<file path="src/rtl/uart_tx_arbiter_pkg.sv">
// Shared types and constants for the UART transmit arbiter.
// Holds the FSM state encoding, default timing and the fixed 8-character report messages.
package uart_arb_pkg;

  typedef enum logic [1:0] {
    ARB_IDLE  = 2'd0,
    ARB_START = 2'd1,
    ARB_WAIT  = 2'd2,
    ARB_GAP   = 2'd3
  } arb_state_e;

  localparam int ARB_GAP_CYC_DEF     = 50000;
  localparam int ARB_TIMEOUT_CYC_DEF = 5000000;

  // First character sits in the top byte, matching uart.str.
  localparam logic [63:0] MSG_GBI3_D = "GBI3-D-#";
  localparam logic [63:0] MSG_NODE   = "NODE-01#";
  localparam logic [63:0] MSG_END    = "END-RUN#";

endpackage

</file>
<file path="src/rtl/uart_tx_arbiter_if.sv">
// Request/transmit bundle between message sources, the arbiter and the uart.
// The slave modport is the arbiter's view; master is the requester/uart side.
interface uart_tx_arbiter_if #(
  parameter int NREQ  = 3,
  parameter int MSG_W = 64
);
  logic [NREQ-1:0]       req;
  logic [NREQ*MSG_W-1:0] msg;
  logic [NREQ-1:0]       ack;
  logic [MSG_W-1:0]      tstr;
  logic                  transmit;
  logic                  uart_done;
  logic                  busy;
  logic [1:0]            grant_id;
  logic                  timeout_err;

  modport slave (
    input  req, msg, uart_done,
    output ack, tstr, transmit, busy, grant_id, timeout_err
  );

  modport master (
    output req, msg, uart_done,
    input  ack, tstr, transmit, busy, grant_id, timeout_err
  );
endinterface

</file>
<file path="src/rtl/uart_tx_arbiter_rr_select.sv">
// Combinational round-robin picker: first set request after the last grant, with wrap.
// Also used by the path-planner request mux, so it carries no state of its own.
module rr_select #(
  parameter int NREQ = 3
) (
  input  logic [NREQ-1:0] req_i,
  input  logic [1:0]      last_i,
  output logic [NREQ-1:0] gnt_o,
  output logic            valid_o
);

  logic found_s;
  logic hit_s;
  int   idx_s;

  // Walk the offsets 1..NREQ from the last grant; the first requesting index wins.
  always_comb begin
    gnt_o   = {NREQ{1'b0}};
    found_s = 1'b0;
    hit_s   = 1'b0;
    idx_s   = 0;
    for (int off = 1; off <= NREQ; off++) begin
      idx_s = (int'(last_i) + off) % NREQ;
      for (int k = 0; k < NREQ; k++) begin
        hit_s    = ~found_s & req_i[k] & (k == idx_s);
        gnt_o[k] = gnt_o[k] | hit_s;
        found_s  = found_s | hit_s;
      end
    end
    valid_o = found_s;
  end

endmodule

</file>
<file path="src/rtl/uart_tx_arbiter.sv">
// Shares the single 8-character uart between several message sources:
// round-robin grant, one-cycle transmit pulse, wait for done edge, then an idle gap.
module uart_tx_arbiter
  import uart_arb_pkg::*;
#(
  parameter int NREQ        = 3,
  parameter int MSG_W       = 64,
  parameter int GAP_CYC     = ARB_GAP_CYC_DEF,
  parameter int TIMEOUT_CYC = ARB_TIMEOUT_CYC_DEF
) (
  input logic          clk,
  input logic          rst_n,
  uart_tx_arbiter_if.slave bus
);

  localparam int TW = (TIMEOUT_CYC > 1) ? $clog2(TIMEOUT_CYC) : 1;
  localparam int GW = (GAP_CYC > 0) ? $clog2(GAP_CYC + 1) : 1;
  localparam logic [TW-1:0] TLAST = TW'(TIMEOUT_CYC - 1);
  localparam logic [TW-1:0] TMAX  = {TW{1'b1}};
  // A zero gap still spends one GAP cycle so the FSM always passes through it.
  localparam logic [GW-1:0] GLAST = (GAP_CYC > 0) ? GW'(GAP_CYC - 1) : {GW{1'b0}};

  arb_state_e        state_q, state_d;
  logic [NREQ-1:0]   ack_q, ack_d, rr_gnt_s;
  logic              rr_valid_s;
  logic [MSG_W-1:0]  tstr_q, tstr_d, msg_sel_s;
  logic              transmit_q, transmit_d;
  logic              busy_q;
  logic              terr_q, terr_d;
  logic              done_q, done_rise_s;
  logic [1:0]        grant_q, grant_d, gidx_s;
  logic [TW-1:0]     timer_q, timer_d;
  logic [GW-1:0]     gap_q, gap_d;

  rr_select #(.NREQ(NREQ)) u_rr_select (
    .req_i   (bus.req),
    .last_i  (grant_q),
    .gnt_o   (rr_gnt_s),
    .valid_o (rr_valid_s)
  );

  // Encode the one-hot winner and mux its message.
  always_comb begin
    gidx_s    = 2'd0;
    msg_sel_s = {MSG_W{1'b0}};
    for (int k = 0; k < NREQ; k++) begin
      gidx_s    = gidx_s | (rr_gnt_s[k] ? 2'(k) : 2'd0);
      msg_sel_s = msg_sel_s | (rr_gnt_s[k] ? bus.msg[k*MSG_W +: MSG_W] : {MSG_W{1'b0}});
    end
  end

  assign done_rise_s = bus.uart_done & ~done_q;

  // Next-state and registered-output logic.
  always_comb begin
    state_d    = state_q;
    ack_d      = {NREQ{1'b0}};
    transmit_d = 1'b0;
    tstr_d     = tstr_q;
    grant_d    = grant_q;
    timer_d    = timer_q;
    gap_d      = gap_q;
    terr_d     = terr_q;
    case (state_q)
      ARB_IDLE: begin
        if (rr_valid_s) begin
          tstr_d  = msg_sel_s;
          ack_d   = rr_gnt_s;
          grant_d = gidx_s;
          state_d = ARB_START;
        end else begin
          state_d = ARB_IDLE;
        end
      end
      ARB_START: begin
        transmit_d = 1'b1;
        timer_d    = {TW{1'b0}};
        state_d    = ARB_WAIT;
      end
      ARB_WAIT: begin
        if (done_rise_s) begin
          gap_d   = {GW{1'b0}};
          state_d = ARB_GAP;
        end else if (timer_q >= TLAST) begin
          terr_d  = 1'b1;
          gap_d   = {GW{1'b0}};
          state_d = ARB_GAP;
        end else begin
          timer_d = (timer_q == TMAX) ? timer_q : timer_q + TW'(1);
        end
      end
      ARB_GAP: begin
        if (gap_q >= GLAST) begin
          state_d = ARB_IDLE;
        end else begin
          gap_d = gap_q + GW'(1);
        end
      end
      default: begin
        state_d = ARB_IDLE;
      end
    endcase
  end

  // State and output registers; busy is precomputed so it tracks the state exactly.
  always_ff @(posedge clk) begin
    if (!rst_n) begin
      state_q    <= ARB_IDLE;
      ack_q      <= {NREQ{1'b0}};
      transmit_q <= 1'b0;
      tstr_q     <= {MSG_W{1'b0}};
      busy_q     <= 1'b0;
      terr_q     <= 1'b0;
      grant_q    <= 2'(NREQ - 1);
      timer_q    <= {TW{1'b0}};
      gap_q      <= {GW{1'b0}};
      done_q     <= 1'b0;
    end else begin
      state_q    <= state_d;
      ack_q      <= ack_d;
      transmit_q <= transmit_d;
      tstr_q     <= tstr_d;
      busy_q     <= (state_d != ARB_IDLE);
      terr_q     <= terr_d;
      grant_q    <= grant_d;
      timer_q    <= timer_d;
      gap_q      <= gap_d;
      done_q     <= bus.uart_done;
    end
  end

  assign bus.ack         = ack_q;
  assign bus.tstr        = tstr_q;
  assign bus.transmit    = transmit_q;
  assign bus.busy        = busy_q;
  assign bus.grant_id    = grant_q;
  assign bus.timeout_err = terr_q;

endmodule

</file>
<file path="src/flat_wrapper.sv">
// flat-port wrapper written by rule: the top's interface ports become plain ports
module uart_tx_arbiter_flat import uart_arb_pkg::*;
#(
  parameter int NREQ        = 3,
  parameter int MSG_W       = 64,
  parameter int GAP_CYC     = ARB_GAP_CYC_DEF,
  parameter int TIMEOUT_CYC = ARB_TIMEOUT_CYC_DEF
)
  (clk, rst_n, bus_req, bus_msg, bus_uart_done, bus_ack, bus_tstr, bus_transmit, bus_busy, bus_grant_id, bus_timeout_err);
  uart_tx_arbiter_if #(.NREQ(NREQ), .MSG_W(MSG_W)) bus_i ();
  input logic clk;
  input logic rst_n;
  input wire logic [$bits(bus_i.req)-1:0] bus_req;
  input wire logic [$bits(bus_i.msg)-1:0] bus_msg;
  input wire logic [$bits(bus_i.uart_done)-1:0] bus_uart_done;
  output wire logic [$bits(bus_i.ack)-1:0] bus_ack;
  output wire logic [$bits(bus_i.tstr)-1:0] bus_tstr;
  output wire logic [$bits(bus_i.transmit)-1:0] bus_transmit;
  output wire logic [$bits(bus_i.busy)-1:0] bus_busy;
  output wire logic [$bits(bus_i.grant_id)-1:0] bus_grant_id;
  output wire logic [$bits(bus_i.timeout_err)-1:0] bus_timeout_err;
  assign bus_i.req = bus_req;
  assign bus_i.msg = bus_msg;
  assign bus_i.uart_done = bus_uart_done;
  assign bus_ack = bus_i.ack;
  assign bus_tstr = bus_i.tstr;
  assign bus_transmit = bus_i.transmit;
  assign bus_busy = bus_i.busy;
  assign bus_grant_id = bus_i.grant_id;
  assign bus_timeout_err = bus_i.timeout_err;
  uart_tx_arbiter #(.NREQ(NREQ), .MSG_W(MSG_W), .GAP_CYC(GAP_CYC), .TIMEOUT_CYC(TIMEOUT_CYC)) u_core (.clk(clk), .rst_n(rst_n), .bus(bus_i));
endmodule
</file>
<file path="config.mk">
export PLATFORM = sky130hd
export DESIGN_NAME = uart_tx_arbiter_flat
export DESIGN_NICKNAME = d
export VERILOG_FILES = /design/src/rtl/uart_tx_arbiter_pkg.sv /design/src/rtl/uart_tx_arbiter_if.sv /design/src/rtl/uart_tx_arbiter_rr_select.sv /design/src/rtl/uart_tx_arbiter.sv /design/src/flat_wrapper.sv
export SDC_FILE = /design/constraint.sdc
export NUM_CORES = 1
export LEC_CHECK = 0
export CORE_MARGIN = 10
export CORE_UTILIZATION = 40
export CTS_CLUSTER_DIAMETER = 120
export DETAILED_ROUTE_END_ITERATION = 10
export GPL_ROUTABILITY_DRIVEN = 0
export PLACE_DENSITY = 0.84
export SYNTH_ARGS = -nofsm -noshare
export SYNTH_HDL_FRONTEND = slang
export SYNTH_SLANG_ARGS = --single-unit
</file>
<file path="constraint.sdc">
create_clock -name clk -period 4.1 [get_ports clk]
set_clock_uncertainty 0.1 [all_clocks]
set_input_delay 0.82 -clock clk [delete_from_list [all_inputs] [get_ports clk]]
set_output_delay 0.82 -clock clk [all_outputs]
set_load 0.005 [all_outputs]
</file>
# Word-level counts from Yosys, hierarchy flattened
# Cells that the tools add are included.
classes:
  add_sub_neg: 5
  n_div: 3
  n_lt_le_gt_ge: 2
  n_eq_ne: 15
  muxes: 19
  bitwise_logic: 45
  reduce_logical: 12
op_table:
  columns: ["cell", "n"]
  rows:
  - ["64-bit 2-to-1 mux", 3]
  - ["64-bit bitwise OR", 2]
  - ["2-bit by 32-bit equality test with 1-bit output (first input constant)", 3]
  - ["3-bit by 32-bit equality test with 1-bit output (first input constant)", 3]
  - ["32-bit logical NOT", 3]
  - ["32-bit by 3-bit modulo with 32-bit output (second input constant)", 3]
  - ["23-bit 2-to-1 mux", 3]
  - ["16-bit 2-to-1 mux", 3]
  - ["23-bit case mux with 2 select lines", 1]
  - ["16-bit case mux with 2 select lines", 1]
  - ["23-bit by 1-bit adder with 23-bit output (second input constant)", 1]
  - ["23-bit equality test (second input constant)", 1]
  - ["23-bit >= comparator (second input constant)", 1]
  - ["1-bit AND", 18]
  - ["16-bit by 1-bit adder with 16-bit output (second input constant)", 1]
  - ["16-bit >= comparator (second input constant)", 1]
  - ["1-bit bitwise OR", 14]
  - ["1-bit inverter", 10]
  - ["3-bit AND reduction", 3]
  - ["2-bit 2-to-1 mux", 4]
  - ["2-bit != test (second input constant)", 4]
  - ["2-bit case mux with 4 select lines", 1]
  - ["2-bit by 2-bit adder with 3-bit output (second input constant)", 2]
  - ["2-bit nonzero test", 3]
  - ["9 further kinds", 12]
totals:
  regBits: 114
  in_bits: 198
  output_inout_bits: 72
  wordCells: 111

# Logic depth before layout (Yosys ltp)
depth:
  ltp_word: 39
  depth_mapped: 10
  depth_no_buf: 8

# Cells and area by module
# From an unflattened synthesis, not the netlist that was laid out.
hier_totals:
  cells_unflattened: 597
  hier_area_um2: 5366.4
modules_own_cells:
  columns: ["mod", "instances", "cells_each", "area_each_um2", "seq_area_each_um2"]
  rows:
  - ["uart_tx_arbiter", 1, 579, 5242.5, 2282.2]
  - ["rr_select", 1, 18, 123.9, 0.0]

# Worst setup path before layout
# No wires, ideal clock.
synth_timing:
  path_type: "input to register"
  start: "input port bus_uart_done"
  end: "register u_core.timer_q[4]"
  setup_ns: 0.059
  arrival_time_ns: 2.392
  required_time_ns: 3.941
  slack_ns: 1.549
  cell_stages: 7
  n_path_buf: 1
  cell_sequence: "nor2b_1 > or2_2 > nor3_1 > clkbuf_1 > nand3_1 > or4_1 > nand2_1"
synth_between:
  elab_chain_len: 3
synth_rtl:
  columns: ["element", "line", "source"]
  rows:
  - ["from (decl)", "flat_wrapper.sv:15", "input wire logic [$bits(bus_i.uart_done)-1:0] bus_uart_done;"]
  - ["1-bit AND", "uart_tx_arbiter.sv:52", "assign done_rise_s = bus.uart_done & ~done_q;"]
  - ["2-bit != test (no line)", null, null]
  - ["4-bit AND reduction (no line)", null, null]
  - ["to (signal assigned)", "uart_tx_arbiter.sv:115", "timer_q <= {TW{1'b0}};"]
  - ["to (signal assigned)", "uart_tx_arbiter.sv:126", "timer_q <= timer_d;"]
  - ["to (decl)", "uart_tx_arbiter.sv:32", "logic [TW-1:0] timer_q, timer_d;"]
# No other way between the ends.
# A chain may end at the register's enable or synchronous reset.

# Worst setup path in the final report
layout_timing:
  start: "input port bus_req[1]"
  end: "register u_core.tstr_q[16], in the netlist u_core.bus.tstr[16]"
layout_between:
  elab_chain_len: 33
  elab_cells_between_ends: 43
  classes_between: "mux: 3; bitwise: 39; reduce/logical: 1"
layout_rtl:
  columns: ["element", "line", "source"]
  rows:
  - ["from (decl)", "flat_wrapper.sv:13", "input wire logic [$bits(bus_i.req)-1:0] bus_req;"]
  - ["1-bit AND (2 in a row)", "uart_tx_arbiter_rr_select.sv:25", "hit_s = ~found_s & req_i[k] & (k == idx_s);"]
  - ["1-bit bitwise OR", "uart_tx_arbiter_rr_select.sv:27", "found_s = found_s | hit_s;"]
  - ["1-bit inverter", "uart_tx_arbiter_rr_select.sv:25", null]
  - ["1-bit AND (2 in a row)", "uart_tx_arbiter_rr_select.sv:25", null]
  - ["1-bit bitwise OR", "uart_tx_arbiter_rr_select.sv:27", null]
  - ["1-bit inverter", "uart_tx_arbiter_rr_select.sv:25", null]
  - ["1-bit AND (2 in a row)", "uart_tx_arbiter_rr_select.sv:25", null]
  - ["1-bit bitwise OR", "uart_tx_arbiter_rr_select.sv:27", null]
  - ["(+12 left out)", null, null]
  - ["1-bit inverter", "uart_tx_arbiter_rr_select.sv:25", null]
  - ["1-bit AND (2 in a row)", "uart_tx_arbiter_rr_select.sv:25", null]
  - ["1-bit bitwise OR", "uart_tx_arbiter_rr_select.sv:27", null]
  - ["1-bit inverter", "uart_tx_arbiter_rr_select.sv:25", null]
  - ["1-bit AND (2 in a row)", "uart_tx_arbiter_rr_select.sv:25", null]
  - ["1-bit bitwise OR", "uart_tx_arbiter_rr_select.sv:26", "gnt_o[k] = gnt_o[k] | hit_s;"]
  - ["64-bit 2-to-1 mux", "uart_tx_arbiter.sv:48", "msg_sel_s = msg_sel_s | (rr_gnt_s[k] ? bus.msg[k*MSG_W +: MSG_W] : {MSG_W{1'b0}});"]
  - ["64-bit bitwise OR", "uart_tx_arbiter.sv:48", null]
  - ["to (signal assigned)", "uart_tx_arbiter.sv:111", "tstr_q <= {MSG_W{1'b0}};"]
  - ["to (signal assigned)", "uart_tx_arbiter.sv:122", "tstr_q <= tstr_d;"]
  - ["to (decl)", "uart_tx_arbiter.sv:26", "logic [MSG_W-1:0] tstr_q, tstr_d, msg_sel_s;"]
# Several ways; a longest one is shown, not always the timed one.

==> results.md <==
- The static leakage is about 0.0031 µW.
- The total die area is approximately 18000 µm².
- The register-to-register setup slack is around 1300 ps.
- The capture point of the worst reg-to-reg path is u_core.bus.tstr[16].
- The final instance count without filler cells is approximately 1.0k.
- The first global-routing pass estimated 31.6 mm of wire.
- Summing all placed instances gives a cell area of ~8200 µm².
- The number of global-route vias before repair is 5732.
- The number of antenna violations at the first check in global routing is 2.
- The HPWL after detailed placement is 15.8 mm.
- The worst setup path is captured at a flop.
- For the worst-skew pair, the clock arrives at the later sink with an insertion delay of about 420 ps.
- Buffers added to address setup during post-CTS repair amount to 0.
- The required time of the worst setup path is 4320 ps.
- The cell area that synthesis handed to floorplanning was 5330 µm².
- The first detailed-routing pass took 11 iterations.
- Derived from the worst setup path, the maximum achievable clock frequency is 342 MHz.
- The first routing iteration left roughly 700 violations.
- The largest net degree at the start of global routing is between 70 and 80.
- The count of buffers added on input and output ports is 269.
- The path class of the tightest hold or removal check is flop to flop.
- The library cells used most frequently in the layout, excluding fill and tap cells, are clkdlybuf4s50_1 (269), dfxtp_1 (114), nor2_1 (90), a211oi_1 (68), a222oi_1 (64).
- For this run, the total global-route usage over all layers was measured as 22.1%.
- The sum of overflow across all layers after global routing is 0.
- The synthesized design contains roughly 110 register bits.
- The number of placed instances, taps included, is 998.
- Relative to the synthesized area, the layout overhead comes to 62.3%.
- The chip width is about 140 µm.
- The post-detailed-route count of antenna-violating nets is 0.
- Measured against its own limit, the worst slew margin works out to a little under a third.
- The clock tree from TritonCTS is yes.
- Leaving out fill and tap cells, the most frequent cell in the layout is clkdlybuf4s50_1.
- The flow ran to the end, and the final reports show no timing, DRC or antenna violations.
- The worst min-delay path endpoint is u_core.bus.timeout_err.
- The share of post-route cells with drive strength above 1 is 5.19%.
- The setup total negative slack is 0 ps.
- The remaining design rule violation count is 0.
- In this run the most critical hold path is launched from u_core.bus.timeout_err.
- The root buffer selected by CTS is clkbuf_16.
- Hold repair after CTS inserted 0 buffers.
- The period utilization is a little under three quarters.
- Synthesis produced ~600 cells.
- The total of warnings raised by yosys is 0.
- Using the TritonRoute via totals, the vias-per-cell ratio works out to roughly 5.7.
- The total setup violations reported at the end of the flow is 0.
- The sequential share of the synthesized area is between 40% and 50%.
- Setup repair after global routing left no endpoint under its margin.
- The depth of the most critical reg-to-reg path is 8.
- The initial utilization of the core area, before any placement, comes to roughly two fifths.
- The net count after synthesis is 800.
- In this run the worst path has a maximum fanout of 45.
- The startpoint type of the worst setup path is an input pin.
- The number of fill cells in the layout is ~1.1k.
- For this design the ratio of total power to cell area is 606 nW/µm².
- The startpoint identified for the worst register-to-register timing path is u_core.bus.grant_id[0].
- The worst path needs 2920 ps of the cycle, external delays included.
- The die is ~140 µm tall.
- The number of ports placed on the die boundary is between 200 and 300.
- After synthesis, the mean cell area works out to 8.92 µm².
- The final hold violation count was 0.
- In the synthesized netlist the dominant register cell turns out to be dfxtp_1.
- The number of pins with negative max-slew slack in the final report is 0.
- The final design area excluding fillers is 8650 µm².
- The clock-pin slew on the worst setup and hold paths is approximately 50 ps.
- The number of nets in the final layout is between 1k and 1.5k.
- The tool flagged a number of max-cap violations equal to 0.
- After detailed routing, the average wire length per cell comes to 20.3 µm.
- Clock tree synthesis inserted a total of 17 buffers.
- IR analysis of the VDD net gives a maximum drop of approximately 0.33 mV.
- The data arrival at the endpoint of the critical path is 3140 ps.
- The critical setup path kind is input pin to flop.
- The final core area utilization is between 60% and 70%.
- The synthesized netlist contains 53 unique library cells.
- At the pin with the least slew margin, the transition time is a little over 1000 ps.
- The number of placement rows is 42.
- The number of gates resized after CTS is 0.
- The number of flops mapped to enable cells by yosys is 0.
- Counting instances, the worst hold path has a depth of 2.
- The detailed router placed between 5k and 6k vias in this run.
- In this run the deepest clock path goes through 2 buffers.
- After detailed routing, the total wire length is between 20 and 25 mm.
- The area of the core is 13100 µm².
- Counting flops with an async set or reset pin after synthesis yields a share of 0%.
- The H-tree generated during clock tree synthesis spans 4 levels.
- For this design, the sink count on the clock tree is between 100 and 150.
## per-layer routing
layer	routed length [µm]	part of all wire, %	vias up	GRT usage [%]
met3	2200	11	46	10.4
met5	0	0	-	0
met1	7390	36	2717	23.6
li1	-	-	2846	-
met4	635	3.1	0	10.0
met2	10600	51	257	36.3
## cells by family after synthesis
group	after synthesis	share of synthesized area [%]
AO/OA/AOI/OAI	189	28.6
XOR/XNOR	19	3.12
adder cells (fa/ha/maj)	4	0.938
buffers and inverters	62	4.53
flip-flops	114	42.8
multiplexers	1	0.188
AND/OR/NAND/NOR	209	19.8
## power breakdown
part	internal, µW	switching, µW	total (µW)
registers	1460	183	1640
logic	1210	1170	2380
clock network	760	465	1230
total	3430	1820	5250
## stage by stage
| stage | hold WS (ps) | setup slack (ps) | total power (µW) |
|---|---|---|---|
| floorplan | 326 | 1550 | 2790 |
| global placement | 334 | 823 | 4010 |
| detailed placement | 344 | 802 | 4040 |
| CTS | 352 | 1180 | 5280 |
| global route | 363 | 1020 | 5570 |
| finish | 348 | 1180 | 5250 |
## critical path: stages
cell	delay (ps)
clkdlybuf4s50_1	520
nand2b_1	200
a21oi_1	130
o21a_2	780
buf_4	320
a222oi_1	90
a211oi_1	270
## registers in the layout, indices dropped and copies added (netlist names)
register and count:
u_core.state_q 2, u_core.bus.busy 1, u_core.timer_q 23, u_core.bus.transmit 1, u_core.gap_q 16, u_core.bus.grant_id 2, u_core.bus.tstr 64, u_core.bus.timeout_err 1
u_core.done_q 1, u_core.bus.ack 3
## Yosys cell counts, drive strengths merged, types with 5 or more instances
| cell type | n | share of area, % |
|---|---|---|
| a211oi | 68 | 9.6 |
| a21oi | 25 | 2.3 |
| a222oi | 64 | 12 |
| and2 | 6 | 0.70 |
| and3 | 14 | 1.6 |
| buf | 9 | 0.80 |
| clkbuf | 46 | 3.2 |
| dfxtp | 114 | 43 |
| inv | 7 | 0.49 |
| nand2 | 30 | 2.1 |
| nand2b | 5 | 0.59 |
| nand3 | 12 | 1.1 |
| nand4 | 12 | 1.4 |
| nor2 | 90 | 6.3 |
| o21ai | 6 | 0.56 |
| o31ai | 11 | 1.6 |
| or4 | 13 | 1.8 |
| xnor2 | 7 | 1.1 |
| xor2 | 12 | 2.0 |
## how the worst max path moves through the flow
stage	start	to	slack [ps]
finish	bus_req[1]	u_core.bus.tstr[16]	1180
global route	bus_req[1]	u_core.bus.tstr[43]	1020
CTS	bus_req[1]	u_core.bus.tstr[16]	1180
detailed placement	bus_req[1]	u_core.bus.tstr[18]	800
global placement	bus_req[1]	u_core.bus.tstr[18]	820
floorplan	bus_uart_done	u_core.timer_q[4]	1550
## area by class of cell
class	count	area (µm²)	share of cell area, %
inverters	7	26.3	0.304
clock inverters	2	10.0	0.116
clock buffers	24	462	5.33
multi-input cells	422	2840	32.8
repair buffers	279	2810	32.4
well taps	176	220	2.54
flip-flops and latches	114	2280	26.4
diodes	3	7.51	0.0867
No activity file was read; power rests on OpenSTA's default activity.
